[config.mk]
export PLATFORM = sky130hd
export DESIGN_NAME = output_stage
export DESIGN_NICKNAME = d
export VERILOG_FILES = /design/src/rtl/output_stage.sv
export SDC_FILE = /design/constraint.sdc
export NUM_CORES = 1
export LEC_CHECK = 0
export ABC_AREA = 1
export CORE_MARGIN = 4
export CORE_UTILIZATION = 40
export DETAILED_ROUTE_END_ITERATION = 10
export GPL_TIMING_DRIVEN = 1
export PLACE_DENSITY = 0.66
export SLEW_MARGIN = 5
export SYNTH_ARGS = -nofsm -noshare
export SYNTH_HDL_FRONTEND = slang
export SYNTH_SLANG_ARGS = --single-unit
[constraint.sdc]
create_clock -name clk_in -period 2.2 [get_ports clk_in]
set_input_delay 0.44 -clock clk_in [delete_from_list [all_inputs] [get_ports clk_in]]
set_output_delay 0.44 -clock clk_in [all_outputs]
set_load 0.05 [all_outputs]
[src/rtl/output_stage.sv]
// ---------------------------------------------------------------------------
// output_stage
//
// Pops one packet entry at a time from the upstream packet FIFO, checks its
// header, and serialises the left-aligned payload as DATA_W-bit words to the
// channel picked by the one-hot ch_sel field. Entries with a bad header are
// dropped and reported with a one-cycle hdr_err pulse. All outputs are
// registered.
//
// Ports:
//   clk_in          system clock
//   rst             synchronous, active-high reset
//   fifo_empty      FIFO holds no entry
//   fifo_r_enable   FIFO read strobe; entry is valid the cycle after it
//   data_from_fifo  {payload (word0 in the top bits), ch_sel, len_code}
//   data_out        current payload word
//   ch_valid        one-hot qualifier of data_out per channel
//   sop / eop       data_out is the first / last word of a packet
//   out_ready       sink accepts the word when out_ready && |ch_valid
//   hdr_err         one-cycle pulse when an entry is dropped
//   busy            high whenever the FSM is not in IDLE
// ---------------------------------------------------------------------------
module output_stage #(
  parameter int DATA_W    = 16,
  parameter int NUM_CH    = 8,
  parameter int MAX_WORDS = 8
) (
  input  logic                               clk_in,
  input  logic                               rst,
  input  logic                               fifo_empty,
  output logic                               fifo_r_enable,
  input  logic [DATA_W*MAX_WORDS+NUM_CH+3:0] data_from_fifo,
  output logic [DATA_W-1:0]                  data_out,
  output logic [NUM_CH-1:0]                  ch_valid,
  output logic                               sop,
  output logic                               eop,
  input  logic                               out_ready,
  output logic                               hdr_err,
  output logic                               busy
);

  localparam int         PAY_W   = DATA_W * MAX_WORDS;
  localparam logic [3:0] MAX_LEN = 4'(MAX_WORDS);

  typedef enum logic [1:0] {IDLE, READ, LOAD, SEND} state_t;

  state_t              state_q, state_d;
  logic [PAY_W-1:0]    shreg_q, shreg_d;
  logic [3:0]          remaining_q, remaining_d;
  logic                fifo_r_enable_d;
  logic [DATA_W-1:0]   data_out_d;
  logic [NUM_CH-1:0]   ch_valid_d;
  logic                sop_d, eop_d, hdr_err_d, busy_d;

  logic [PAY_W-1:0]    entry_payload;
  logic [NUM_CH-1:0]   entry_ch;
  logic [3:0]          entry_len;
  logic                ch_onehot;
  logic                hdr_ok;

  assign entry_payload = data_from_fifo[PAY_W+NUM_CH+3:NUM_CH+4];
  assign entry_ch      = data_from_fifo[NUM_CH+3:4];
  assign entry_len     = data_from_fifo[3:0];

  // x & (x-1) clears the lowest set bit, so it is zero only for a single bit
  assign ch_onehot = (entry_ch != '0) && ((entry_ch & (entry_ch - NUM_CH'(1))) == '0);
  assign hdr_ok    = ch_onehot && (entry_len != 4'd0) && (entry_len <= MAX_LEN);

  // Next-state and next-output logic. Outputs hold by default so that a
  // stalled word stays stable; strobes default low so they only pulse.
  always_comb begin
    state_d         = state_q;
    shreg_d         = shreg_q;
    remaining_d     = remaining_q;
    fifo_r_enable_d = 1'b0;
    hdr_err_d       = 1'b0;
    data_out_d      = data_out;
    ch_valid_d      = ch_valid;
    sop_d           = sop;
    eop_d           = eop;

    case (state_q)
      IDLE: begin
        if (!fifo_empty) begin
          fifo_r_enable_d = 1'b1;
          state_d         = READ;
        end
      end

      READ: begin
        state_d = LOAD;
      end

      LOAD: begin
        if (hdr_ok) begin
          shreg_d     = entry_payload;
          remaining_d = entry_len;
          data_out_d  = entry_payload[PAY_W-1 -: DATA_W];
          ch_valid_d  = entry_ch;
          sop_d       = 1'b1;
          eop_d       = (entry_len == 4'd1);
          state_d     = SEND;
        end else begin
          hdr_err_d = 1'b1;
          state_d   = IDLE;
        end
      end

      SEND: begin
        if (out_ready) begin
          if (remaining_q == 4'd1) begin
            ch_valid_d  = '0;
            sop_d       = 1'b0;
            eop_d       = 1'b0;
            remaining_d = 4'd0;
            state_d     = IDLE;
          end else begin
            // the word after the one on data_out sits just below the top slot
            shreg_d     = shreg_q << DATA_W;
            data_out_d  = shreg_q[PAY_W-DATA_W-1 -: DATA_W];
            remaining_d = remaining_q - 4'd1;
            sop_d       = 1'b0;
            eop_d       = (remaining_q == 4'd2);
          end
        end
      end

      default: begin
        state_d = IDLE;
      end
    endcase

    busy_d = (state_d != IDLE);
  end

  // State and output registers; reset drops any packet in flight.
  always_ff @(posedge clk_in) begin
    if (rst) begin
      state_q       <= IDLE;
      shreg_q       <= '0;
      remaining_q   <= '0;
      fifo_r_enable <= 1'b0;
      data_out      <= '0;
      ch_valid      <= '0;
      sop           <= 1'b0;
      eop           <= 1'b0;
      hdr_err       <= 1'b0;
      busy          <= 1'b0;
    end else begin
      state_q       <= state_d;
      shreg_q       <= shreg_d;
      remaining_q   <= remaining_d;
      fifo_r_enable <= fifo_r_enable_d;
      data_out      <= data_out_d;
      ch_valid      <= ch_valid_d;
      sop           <= sop_d;
      eop           <= eop_d;
      hdr_err       <= hdr_err_d;
      busy          <= busy_d;
    end
  end

endmodule

**After elaboration in Yosys (flattened, before gate mapping)**

Cells that the tools add are included.

- Latch bits: 0
- Input port bits: 144
- Bits in writable memories: 0
- Flip-flop bits (word level): 147
- Word-level logic and storage cells: 70
- Memories kept: 0
- Output and inout port bits: 29
- Memory bits (read-only): 0

- Add/subtract/negate cells: 2
- Bitwise gates (word level): 3
- Multiply operators: 0
- Shift-type cells: 0
- Equality and inequality tests: 10
- Divide/modulo/power cells: 0
- $lt $le $gt $ge: 1
- Multiplexer cells: 30
- Reduce and logical (&&, ||, !) cells: 14

Operators by type and width:

| kind | count |
|---|---|
| 112-bit 2-to-1 mux | 3 |
| 112-bit one-hot mux with 2 select lines | 1 |
| 16-bit 2-to-1 mux | 3 |
| 16-bit one-hot mux with 2 select lines | 1 |
| 8-bit 2-to-1 mux | 3 |
| 8-bit one-hot mux with 2 select lines | 1 |
| 4-bit 2-to-1 mux | 3 |
| 8-bit bitwise AND | 1 |
| 4-bit by 1-bit equality test with 1-bit output (second input constant) | 2 |
| 8-bit zero test | 1 |
| 2-bit 2-to-1 mux | 4 |
| 2-bit != test (second input constant) | 4 |
| 2-bit one-hot mux with 4 select lines | 1 |
| 4-bit one-hot mux with 2 select lines | 1 |
| 4-bit AND reduction | 2 |
| 8-bit nonzero test | 1 |
| 8-bit by 1-bit subtractor with 8-bit output (second input constant) | 1 |
| 1-bit 2-to-1 mux | 7 |
| 2-bit equality test (second input constant) | 2 |
| 4-bit by 2-bit equality test with 1-bit output (second input constant) | 1 |
| 4-bit less-or-equal comparator (second input constant) | 1 |
| 1-bit one-hot mux with 2 select lines | 2 |
| 2-bit nonzero test | 2 |
| 4-bit nonzero test | 1 |
| other kinds (7) | 11 |

**Depth between registers and ports, before layout**

Gate-level depths: netlist of run 1.

- Word-level depth: 9
- Mapped depth: 13
- Mapped depth without buffers: 11

**Worst setup path before layout of run 1**

No wires, ideal clock.

- Path type: input to register
- Start point: in data_from_fifo[7]
- End point: reg shreg_q[52]
- Path slack: 435 ps
- Data required time: 2087 ps
- Library setup time: 113 ps
- Data arrival time: 1653 ps
- Cell stages on the path: 12
- Path buffers: 2
- Cells stage by stage: nor2_1 nand3_1 nand2_1 inv_1 nor2_1 nand3_2 nand2_1 nand3_2 buf_2 buf_2 nor2_1 nor2_1

- Longest elaborated chain between the ends: 8
- Elaborated cells between the ends (all ways): 9
- Classes of those cells: add/sub (1); eq/ne (1); bitwise (1); reduce/logical (6)

Ends and longest elaborated chain:

| element | RTL line | source |
|---|---|---|
| start, declared | 32 | `input logic [DATA_W*MAX_WORDS+NUM_CH+3:0] data_from_fifo,` |
| 8-bit by 1-bit subtractor with 8-bit output | 66 | `assign ch_onehot = (entry_ch != '0) && ((entry_ch & (entry_ch - NUM_CH'(1))) == '0);` |
| 8-bit bitwise AND | 66 |  |
| 8-bit zero test | 66 |  |
| 1-bit logical AND * | 66 |  |
| 1-bit logical AND * (2 in series) | 67 | `assign hdr_ok = ch_onehot && (entry_len != 4'd0) && (entry_len <= MAX_LEN);` |
| 2-bit != test (no line) * | n/a |  |
| 4-bit AND reduction (no line) * | n/a |  |
| end signal, assigned | 151 | `shreg_q <= shreg_d;` |
| end, declared | 48 | `logic [PAY_W-1:0] shreg_q, shreg_d;` |

Every way passes the cells marked *; elsewhere a longest branch is shown, timed or not.
A chain may end at the register's enable or synchronous reset.

**Worst setup path after layout of run 1**

- Start point: in data_from_fifo[5]
- End point: reg shreg_q[75]

Same word-level chain as after synthesis.

==> results of run 1 <==
[state kept, by name, indices dropped and copies added (netlist names)]
name	cells
sop	1
remaining_q	4
data_out	16
state_q	2
hdr_err	1
ch_valid	8
eop	1
fifo_r_enable	1
shreg_q	112
busy	1
[cells in the final DEF, fill, tap and decap left out]
| cell type | instances |
|---|---|
| dfxtp_1 | 147 |
| buf_4 | 34 |
| clkinv_4 | 5 |
| nand4_1 | 8 |
| clkinv_2 | 2 |
| nand3_2 | 1 |
| inv_1 | 158 |
| or2_2 | 1 |
| o21ai_0 | 117 |
| nor3_1 | 2 |
| nand3b_1 | 7 |
| xnor2_1 | 2 |
| nand2_4 | 1 |
| clkinvlp_4 | 1 |
| clkbuf_16 | 17 |
| a31o_2 | 1 |
| nand2_2 | 1 |
| nand3_4 | 1 |
| nor2_1 | 282 |
| nor2_4 | 1 |
| a21oi_1 | 12 |
| bufinv_16 | 4 |
| buf_12 | 10 |
| nand2_1 | 415 |
| clkinv_1 | 1 |
| clkbuf_1 | 2 |
| clkbuf_8 | 1 |
| o22ai_1 | 1 |
| inv_4 | 1 |
| clkdlybuf4s50_1 | 172 |
| nor2_2 | 1 |
| ha_1 | 3 |
| nand3_1 | 6 |
| inv_2 | 3 |
[routing by layer]
layer	track usage (%)	part of all wire, %
met3	4.497	4.4
met2	30.50	46
met5	0	0
met1	25.58	49
met4	5.400	1.0
[worst max-delay path: stages]
cell and delay (ns):
clkdlybuf4s50_1 0.50, nor2_4 0.16, inv_1 0.05, nand2_1 0.06, nand2_1 0.05, nor2_1 0.17, nand3_2 0.11, nand2_1 0.13
nand3_4 0.08, buf_12 0.18, buf_12 0.20, nor2_1 0.12, nor2_1 0.06
[final cells by class]
type | count | area share, %
clock inverters | 12 | 1.780
inverters | 163 | 6.027
repair buffers | 216 | 21.36
clock buffers | 20 | 4.383
multi-input cells | 863 | 34.77
flip-flops and latches | 147 | 28.87
well taps | 229 | 2.811
[per-stage QoR]
step / setup WS [ns] / utilization (%) / cell area (um^2)
CTS: 0.1409 / 56.15 / 10190
global placement: -0.1757 / 52.69 / 9562
finish: 0.1662 / 56.16 / 10190
detailed placement: -0.2552 / 52.69 / 9562
global route: -0.0009819 / 56.16 / 10190
floorplan: 0.4345 / - / 7438
[cells by family (layout without fill, tap and decap cells)]
family / count (synthesis) / in the layout / share of synthesized area [%]
buffers and inverters: 233 / 411 / 13.04
XOR/XNOR: 2 / 2 / 0.2355
AND/OR/NAND/NOR: 727 / 727 / 37.78
flip-flops: 147 / 147 / 39.56
AO/OA/AOI/OAI: 131 / 131 / 8.881
adder cells (fa/ha/maj): 3 / 3 / 0.5047
[timing repair]
action,CTS,global route
hold endpoints to repair,0,0
resized for setup,0,1
hold buffers,0,0
endpoints found under the setup margin,0,6
[how the worst min path moves through the flow]
stage	startpoint	to	slack, ns	cells past startpoint
CTS	ch_valid[3]	ch_valid[3]	0.46	2
detailed placement	ch_valid[3]	ch_valid[3]	0.45	2
finish	ch_valid[1]	ch_valid[1]	0.46	2
global placement	ch_valid[6]	ch_valid[6]	0.45	2
global route	ch_valid[2]	ch_valid[2]	0.48	2
floorplan	remaining_q[3]	remaining_q[3]	0.47	2
[where the power goes]
group / leakage (uW) / switching [uW] / internal [uW]
Sequential: 0.00120 / 79.5 / 2930
Clock: 0.000304 / 1160 / 1930
Combinational: 0.00375 / 947 / 731
==> impl_results.md, run 1 <==
* TritonRoute pass-1 iters at 5
* 1st-iter DRT viols at 444
* Synth area leader: dfxtp_1
* Critical Path Start: data_from_fifo[5]
* Fmax at 0.4917 GHz
* IO Count at 173
* Setup crit start kind: input port
* Worst Reg-to-Reg Cells at 11
* Routed Antenna Nets at 0
* Chip width at 144.4 um
* Worst Setup EP: shreg_q[75]
* Placer Congestion at 0.8502
* DP Cell Count at 1618
* First-pass GRT wire length at 31570 um
* Chip height at 144.4 um
* Num CTS Buffers at 17
* Slew Viols, Final at 0
* Pwr Total at 7779 uW
* Area contributors post-synth: dfxtp_1 (40%), nand2_1 (21%), nor2_1 (14%), inv_1 (8.0%), o21ai_0 (7.9%)
* Worst hold margin at 0.4573 ns
* Setup Buffers After CTS at 0
* Worst Setup Path Type: in2reg
* Static Leak at 0.005252 uW
* Finished Layout Cells at 1650
* WL per Instance at 12.08 um
* Mapped Nets at 1390
* Fin crit period at 2.034 ns
* Top cells by count, synth: nand2_1 (416), nor2_1 (283), inv_1 (158), dfxtp_1 (147), o21ai_0 (117)
* CTS Buffer Depth at 2
* Synthesized instance count at 1243
* Max Cap Violations at 0
* Multi-input logic area at 3543 um^2
* Most frequent cell after synthesis: nand2_1
* Worst r2r src: remaining_q[1]
* Final hold viol count at 0
* Initial Util at 40.99%
* # rows at 49
* Worst skew pair latency at 0.42 ns
* Crit path capture type: flop
* Hold Crit Class: reg2reg
* Library cells used by synthesis at 23
* Filler cell count at 1813
* Fin nets at 1555
* DRC at 0
* Core Box Area at 18150 um^2
* CTS HTree Levels at 4
* Synth async-reset ratio at 0%
* Peak VDD IR at 0.0005328 V
* IO buf count at 172
* ANT cells at 0
* Measured slew at the worst slew-check pin at 0.8168 ns
* Post-Syn Area at 7438 um^2
* Yosys Warn Count at 0
* Worst EP required at 2.51 ns
* Area growth syn-to-layout at 37.02%
* Initial antenna violation count at 0
* R2r endpoint: shreg_q[69]
* Post-synth EDFFs at 0
* Period Utilization, post-route at 92.44%
* Outcome: completed
* Critical path fanouts, max at 43
* Total track usage at 18.99%
* Reg clk slew, reported paths at 0.06 ns
* Avg Cell Area, Syn at 5.984 um^2
* Synth Register Bits at 147
* Synth top area share at 39.56%
* Synth Flop Type: dfxtp_1
* Share of layout cells above drive strength 1 at 6.052%
* Via count at 7297
* Vias/cell at 4.422
* Endpoints failing setup at 0
* Worst slew margin at 45.55%
* Root Buffer: clkbuf_16
* Pwr dens at 763.2 nW/um^2
* Post-synthesis sequential area ratio at 39.56%
* Clock Sinks at 147
* Vias in the first global route at 6620
* CTS tree: yes
* Setup TNS at 0 ns
* Reg area at 2943 um^2
* Worst Clk Skew at 0.01040 ns
* FF-to-FF setup slack at 0.29 ns
* Die area at 20840 um^2
* Final HPWL DP at 14170 um
* Global route overflow at 0
* Worst EP arrival at 2.34 ns
* Largest net degree at the start of global routing at 225
* Routed WL at 19930 um
No activity file was read; power rests on OpenSTA's default activity.
==> inputs of run 2 (changes only) <==
- CORE_MARGIN: 4 -> 3
- SETUP_SLACK_MARGIN: not set -> 0.2
==> impl_results.md, run 2 (same netlist as run 1, synthesis figures left out) <==
* Max Cap Violations at 0 (unchanged)
* IO buf count at 172 (unchanged)
* Most common cell after layout, fill and taps aside: nand2_1
* Hold Crit Class: in2reg
* Pwr dens at 768.7 nW/um^2 (+0.72%)
* Worst Reg-to-Reg Cells at 10 (-1)
* CTS Buffer Depth at 2 (unchanged)
* IO Count at 173 (unchanged)
* Top reg by flops: shreg_q
* Worst path bufs/invs at 3 (-1)
* Reg clk slew, reported paths at 0.06 ns (about the same)
* Root Buffer: clkbuf_16
* Num CTS Buffers at 17 (unchanged)
* Share of layout cells above drive strength 1 at 6.144% (+0.092 points)
* Measured slew at the worst slew-check pin at 0.6999 ns (-0.1169 ns)
* Finished Layout Cells at 1645 (-0.30%)
* First-pass GRT wire length at 32170 um (+1.9%)
* Largest register FFs at 112 (unchanged)
* Worst EP required at 2.51 ns (about the same)
* Post-route cell area at 10150 um^2 (-0.37%)
* Die area at 20270 um^2 (-2.8%)
* DP Cell Count at 1613 (-0.31%)
* Vias/cell at 4.489 (+1.5%)
* Slew Viols, Final at 0 (unchanged)
* Biggest regs: shreg_q x112, data_out x16, ch_valid x8
* DRC at 0 (unchanged)
* CTS HTree Levels at 4 (unchanged)
* WL per Instance at 12.27 um (+1.6%)
* CTS tree: yes
* Final HPWL DP at 14220 um (+0.38%)
* Most frequent cells in the layout: nand2_1 (414), nor2_1 (279), inv_1 (158)
* R2r endpoint: shreg_q[88]
* Area growth syn-to-layout at 36.52%
* Worst r2r src: remaining_q[0]
* Placed Area at 9512 um^2 (-0.52%)
* CP most frequent cell: nand2_1
* Static Leak at 0.005395 uW (+2.7%)
* ANT cells at 0 (unchanged)
* Fmax at 0.5266 GHz (+7.1%)
* Endpoints failing setup at 0 (unchanged)
* Peak VDD IR at 0.0005626 V (+5.6%)
* Worst Setup Path Type: reg2reg
* Top Family by Delay on Critical Path: buffers and inverters
* Pwr Total at 7806 uW (+0.35%)
* TritonRoute pass-1 iters at 4 (-1)
* Period Utilization, post-route at 86.31% (-6.1 points)
* # rows at 49 (unchanged)
* 1st-iter DRT viols at 433 (-2.5%)
* Worst skew pair latency at 0.42 ns (about the same)
* HP Start: data_from_fifo[5]
* Chip width at 142.4 um (-1.4%)
* Via count at 7385 (+1.2%)
* Outcome: completed
* Slowest CP cell: dfxtp_1
* Routed WL at 20180 um (+1.3%)
* Fin nets at 1551 (-0.26%)
* Global route overflow at 0 (unchanged)
* Placer Congestion at 0.8743 (+2.8%)
* Initial antenna violation count at 1 (+1)
* Initial Util at 41.13% (+0.14 points)
* Core Box Area at 18090 um^2 (-0.34%)
* Crit path largest cell delay at 0.40 ns (-0.10 ns)
* Worst EP arrival at 2.21 ns (-0.13 ns)
* Clock Sinks at 147 (unchanged)
* Critical path fanouts, max at 28 (-35%)
* Setup crit start kind: flop
* Routed Antenna Nets at 0 (unchanged)
* Critical-path cell list: ha_1 > nand2_1 > o21ai_0 > inv_2 > nand3_4 > buf_12 > buf_12 > nand2_1 > nand2_1 > nor2_1
* Chip height at 142.4 um (-1.4%)
* Worst slew margin at 53.34% (+7.8 points)
* Filler cell count at 1826 (+0.72%)
* WHS Path Cells at 3 (+1)
* FF-to-FF setup slack at 0.30 ns (about the same)
* Reg area at 2943 um^2 (unchanged)
* Total track usage at 19.71% (+0.71 points)
* Final hold viol count at 0 (unchanged)
* RSZ-0062 raised after global routing: true
* Crit path capture type: flop
* Vias in the first global route at 6617 (-0.045%)
* Hold EP: ch_valid[1]
* Largest net degree at the start of global routing at 199 (-12%)
* Multi-input logic area at 3553 um^2 (+0.28%)
* Fin crit period at 1.899 ns (-0.1350 ns)
* Worst Clk Skew at 0.005729 ns (-0.004675 ns)
* Core Util, Final at 56.15% (about the same)
* Worst hold margin at 0.4453 ns (-0.01208 ns)
-- run 2: cell types whose count changed in the layout (fill, tap and decap cells not counted), moves of 3 or more --
| cell | previous run | this run |
|---|---|---|
| nor2_1 | 282 | 279 |
| nor2_2 | 1 | 4 |
| clkbuf_8 | 1 | 5 |
| dlygate4sd2_1 | 0 | 29 |
| buf_4 | 34 | 29 |
| dlymetal6s2s_1 | 0 | 3 |
| clkinv_4 | 5 | 0 |
| clkdlybuf4s50_1 | 172 | 140 |
-- run 2: final cells by class --
type | instances | area share (%)
Multi-Input combinational cell | 863 | 34.99
Sequential cell | 147 | 28.98
Timing Repair Buffer | 212 | 20.81
Inverter | 163 | 6.050
Clock buffer | 22 | 4.867
Tap cell | 229 | 2.822
Clock inverter | 9 | 1.479
-- run 2: power breakdown --
part	leakage (uW)	switching (uW)	total, uW	internal [uW]
registers	0.00120	79.5	3010	2930
logic	0.00388	960	1650	693
clock network	0.000314	1110	3140	2040
-- run 2: timing repair --
item | in CTS | in global routing
pin swaps | 1 | 2
hold buffers | 0 | 0
endpoints found under the setup margin | 151 | 138
resized for setup | 30 | 9
buffers inserted | 1 | 0
-- run 2: how the worst max path moves through the flow --
stage,start,end,slack [ns],cells past startpoint
6_report,remaining_q[0],shreg_q[88],0.30,10
3_3_place_gp,data_from_fifo[5],shreg_q[82],-0.33,13
4_1_cts,data_from_fifo[5],shreg_q[82],0.20,13
3_5_place_dp,data_from_fifo[5],shreg_q[82],-0.35,13
5_1_grt,data_from_fifo[6],shreg_q[110],0.13,14
2_1_floorplan,data_from_fifo[7],shreg_q[52],0.43,12
-- run 2: worst reg2reg max path: stages (launching register included) --
cell and delay [ns]:
dfxtp_1 0.40, ha_1 0.19, nand2_1 0.07, o21ai_0 0.27, inv_2 0.16, nand3_4 0.15, buf_12 0.20, buf_12 0.20
nand2_1 0.06, nand2_1 0.06, nor2_1 0.04
-- run 2: metal layers --
| layer | GRT usage, % | routed length, um |
|---|---|---|
| met1 | 26.65 | 9487 |
| met2 | 31.20 | 9149 |
| met3 | 4.301 | 1093 |
| met4 | 6.853 | 438 |
| met5 | 0 | 13 |
-- run 2: stage by stage --
step / setup slack, ns / TNS [ns]
finish: 0.3012 / 0
global route: 0.1277 / 0
CTS: 0.2032 / 0
detailed placement: -0.3473 / -37.50
global placement: -0.3306 / -33.56
floorplan: 0.4345 / 0
==> inputs of run 3 (changes only) <==
- CORE_ASPECT_RATIO: not set -> 1.4
- CTS_CLUSTER_DIAMETER: not set -> 30
- REMOVE_ABC_BUFFERS: not set -> 1
==> impl_results.md, run 3 (same netlist as run 1, synthesis figures left out) <==
* Largest net degree at the start of global routing at 130 (-35%)
* Routed WL at 18400 um (-8.9%)
* Multi-input logic area at 3561 um^2 (+0.21%)
* Share of layout cells above drive strength 1 at 5.816% (-0.33 points)
* Worst hold margin at 0.4118 ns (-0.03341 ns)
* Vias/cell at 4.348 (-3.1%)
* CTS Buffer Depth at 2 (unchanged)
* Initial antenna violation count at 0 (-1)
* Pwr Total at 7655 uW (-1.9%)
* CTS tree: yes
* Die area at 20290 um^2 (+0.12%)
* Reg clk slew, reported paths at 0.06 ns (about the same)
* FF-to-FF setup slack at 0.40 ns (+0.10 ns)
* CTS HTree Levels at 4 (unchanged)
* Slowest CP cell: clkdlybuf4s50_1
* Number of cells on the critical path at 13 (+3)
* Crit path largest cell delay at 0.45 ns (+0.05 ns)
* Chip width at 121.3 um (-15%)
* Critical path fanouts, max at 28 (unchanged)
* Final hold viol count at 0 (unchanged)
* Root Buffer: clkbuf_16
* Vias in the first global route at 6423 (-2.9%)
* Worst Clk Skew at 0.007698 ns (+0.001970 ns)
* Slew Viols, Final at 0 (unchanged)
* IO Count at 173 (unchanged)
* Hold Crit Class: in2reg
* WHS Path Cells at 3 (unchanged)
* DRC at 0 (unchanged)
* Most common cell after layout, fill and taps aside: nand2_1
* Largest register FFs at 112 (unchanged)
* Endpoints failing setup at 0 (unchanged)
* Top Family by Delay on Critical Path: simple AND/OR/NAND/NOR gates
* Peak VDD IR at 0.0004225 V (-25%)
* Global route overflow at 0 (unchanged)
* Fmax at 0.5304 GHz (+0.71%)
* DP Cell Count at 1612 (-0.062%)
* Filler cell count at 1827 (+0.055%)
* Worst Setup Path Type: in2reg
* Clock Sinks at 147 (unchanged)
* Area growth syn-to-layout at 37.04%
* Period Utilization, post-route at 85.70% (-0.61 points)
* Critical-path cell list: clkdlybuf4s50_1 > nor2_2 > nand3_1 > nand2_1 > inv_1 > nor2_2 > nand3_2 > nand2_2 > nand3_4 > buf_12 > clkbuf_16 > nor2_1 > nor2_1
* Top sig layer: met4
* Reg area at 2943 um^2 (unchanged)
* Num CTS Buffers at 17 (unchanged)
* 1st-iter DRT viols at 406 (-6.2%)
* Via count at 7175 (-2.8%)
* Outcome: completed
* Chip height at 167.4 um (+18%)
* # rows at 58 (+18%)
* TritonRoute pass-1 iters at 5 (+1)
* Total track usage at 17.41% (-2.3 points)
* Met3 WL at 869 um (-20%)
* Routed Antenna Nets at 0 (unchanged)
* Placer Congestion at 0.8274 (-5.4%)
* Finished Layout Cells at 1650 (+0.30%)
* RSZ-0062 raised after global routing: true
* Worst Reg-to-Reg Cells at 10 (unchanged)
* Max Cap Violations at 0 (unchanged)
* Worst EP arrival at 2.19 ns (-0.02 ns)
* WL per Instance at 11.15 um (-9.1%)
* Most frequent cells in the layout: nand2_1 (414), nor2_1 (278), inv_1 (158)
* Fin crit period at 1.885 ns (-0.01342 ns)
* Fin nets at 1544 (-0.45%)
* Met2 WL at 9182 um (+0.36%)
* Core Box Area at 18140 um^2 (+0.31%)
* Static Leak at 0.005451 uW (+1.0%)
* Setup crit start kind: input port
* Hold_buf cts at 0 (unchanged)
* Crit path capture type: flop
* Wl on met1 at 8025 um (-15%)
* ANT cells at 0 (unchanged)
* Initial Util at 41.00% (-0.13 points)
* Worst slew margin at 40.18% (-13 points)
* Worst EP required at 2.50 ns (about the same)
* Pwr dens at 751.0 nW/um^2 (-2.3%)
* Top reg by flops: shreg_q
* Measured slew at the worst slew-check pin at 0.8973 ns (+0.1975 ns)
* IO buf count at 172 (unchanged)
* Biggest regs: shreg_q x112, data_out x16, ch_valid x8
* First-pass GRT wire length at 29120 um (-9.5%)
* Worst skew pair latency at 0.41 ns (about the same)
* Final HPWL DP at 11580 um (-19%)
* Worst path bufs/invs at 4 (+1)
-- run 3: cell count changes in the layout (fill, tap and decap cells not counted), moves of 2 or more --
cell	before	now
buf_12	9	5
buf_16	0	3
buf_4	29	19
clkbuf_16	17	21
clkbuf_8	5	0
clkinv_2	3	1
clkinv_4	0	3
dlygate4sd2_1	29	24
dlymetal6s2s_1	3	7
inv_6	0	6
-- run 3: area by class of cell --
type | instances | share of cell area (%)
Clock buffer | 17 | 4.173
Clock inverter | 15 | 1.890
Inverter | 163 | 6.027
Multi-Input combinational cell | 863 | 34.93
Sequential cell | 147 | 28.87
Tap cell | 240 | 2.946
Timing Repair Buffer | 205 | 21.16
-- run 3: worst paths after layout --
| check | from | to |
|---|---|---|
| max reg2reg | remaining_q[0] | shreg_q[51] |
| max | data_from_fifo[7] | shreg_q[44] |
| min reg2reg | ch_valid[4] | ch_valid[4] |
| min | data_from_fifo[4] | ch_valid[0] |
-- run 3: stage by stage --
| step | util (%) | area (um^2) | setup TNS, ns | worst slack (ns) |
|---|---|---|---|---|
| 6_report | 56.19 | 10190 | 0 | 0.3146 |
| 5_1_grt | 56.19 | 10190 | 0 | 0.1799 |
| 4_1_cts | 55.11 | 9998 | 0 | 0.2016 |
| 3_5_place_dp | 51.87 | 9410 | -23.06 | -0.2107 |
| 2_1_floorplan | - | 7081 | -703.46 | -5.192 |
| 3_3_place_gp | 51.87 | 9410 | -19.89 | -0.1741 |
-- run 3: tightest hold or removal path: cells and delay by family --
family / cells / cell delay, ns
AO/OA/AOI/OAI: 1 / 0.06
AND/OR/NAND/NOR: 1 / 0.11
buffers and inverters: 1 / 0.16
-- run 3: where the power goes --
| group | leakage [uW] | internal, uW | switching, uW | total [uW] |
|---|---|---|---|---|
| Sequential | 0.00120 | 2930 | 76.2 | 3010 |
| Clock | 0.000302 | 1820 | 1200 | 3010 |
| Combinational | 0.00395 | 706 | 929 | 1630 |
-- run 3: timing repair --
| action | 4_1_cts | 5_1_grt |
|---|---|---|
| setup endpoints to repair | 24 | 145 |
| cloned | 0 | 5 |
| pin swaps | 0 | 3 |
| buffers inserted | 0 | 1 |
| gates resized for setup | 24 | 18 |
-- run 3: metal layers --
layer	vias up	GRT usage, %
li1	3999	-
met1	3027	20.69
met2	125	30.23
met3	24	4.122
met4	0	6.582
met5	-	0
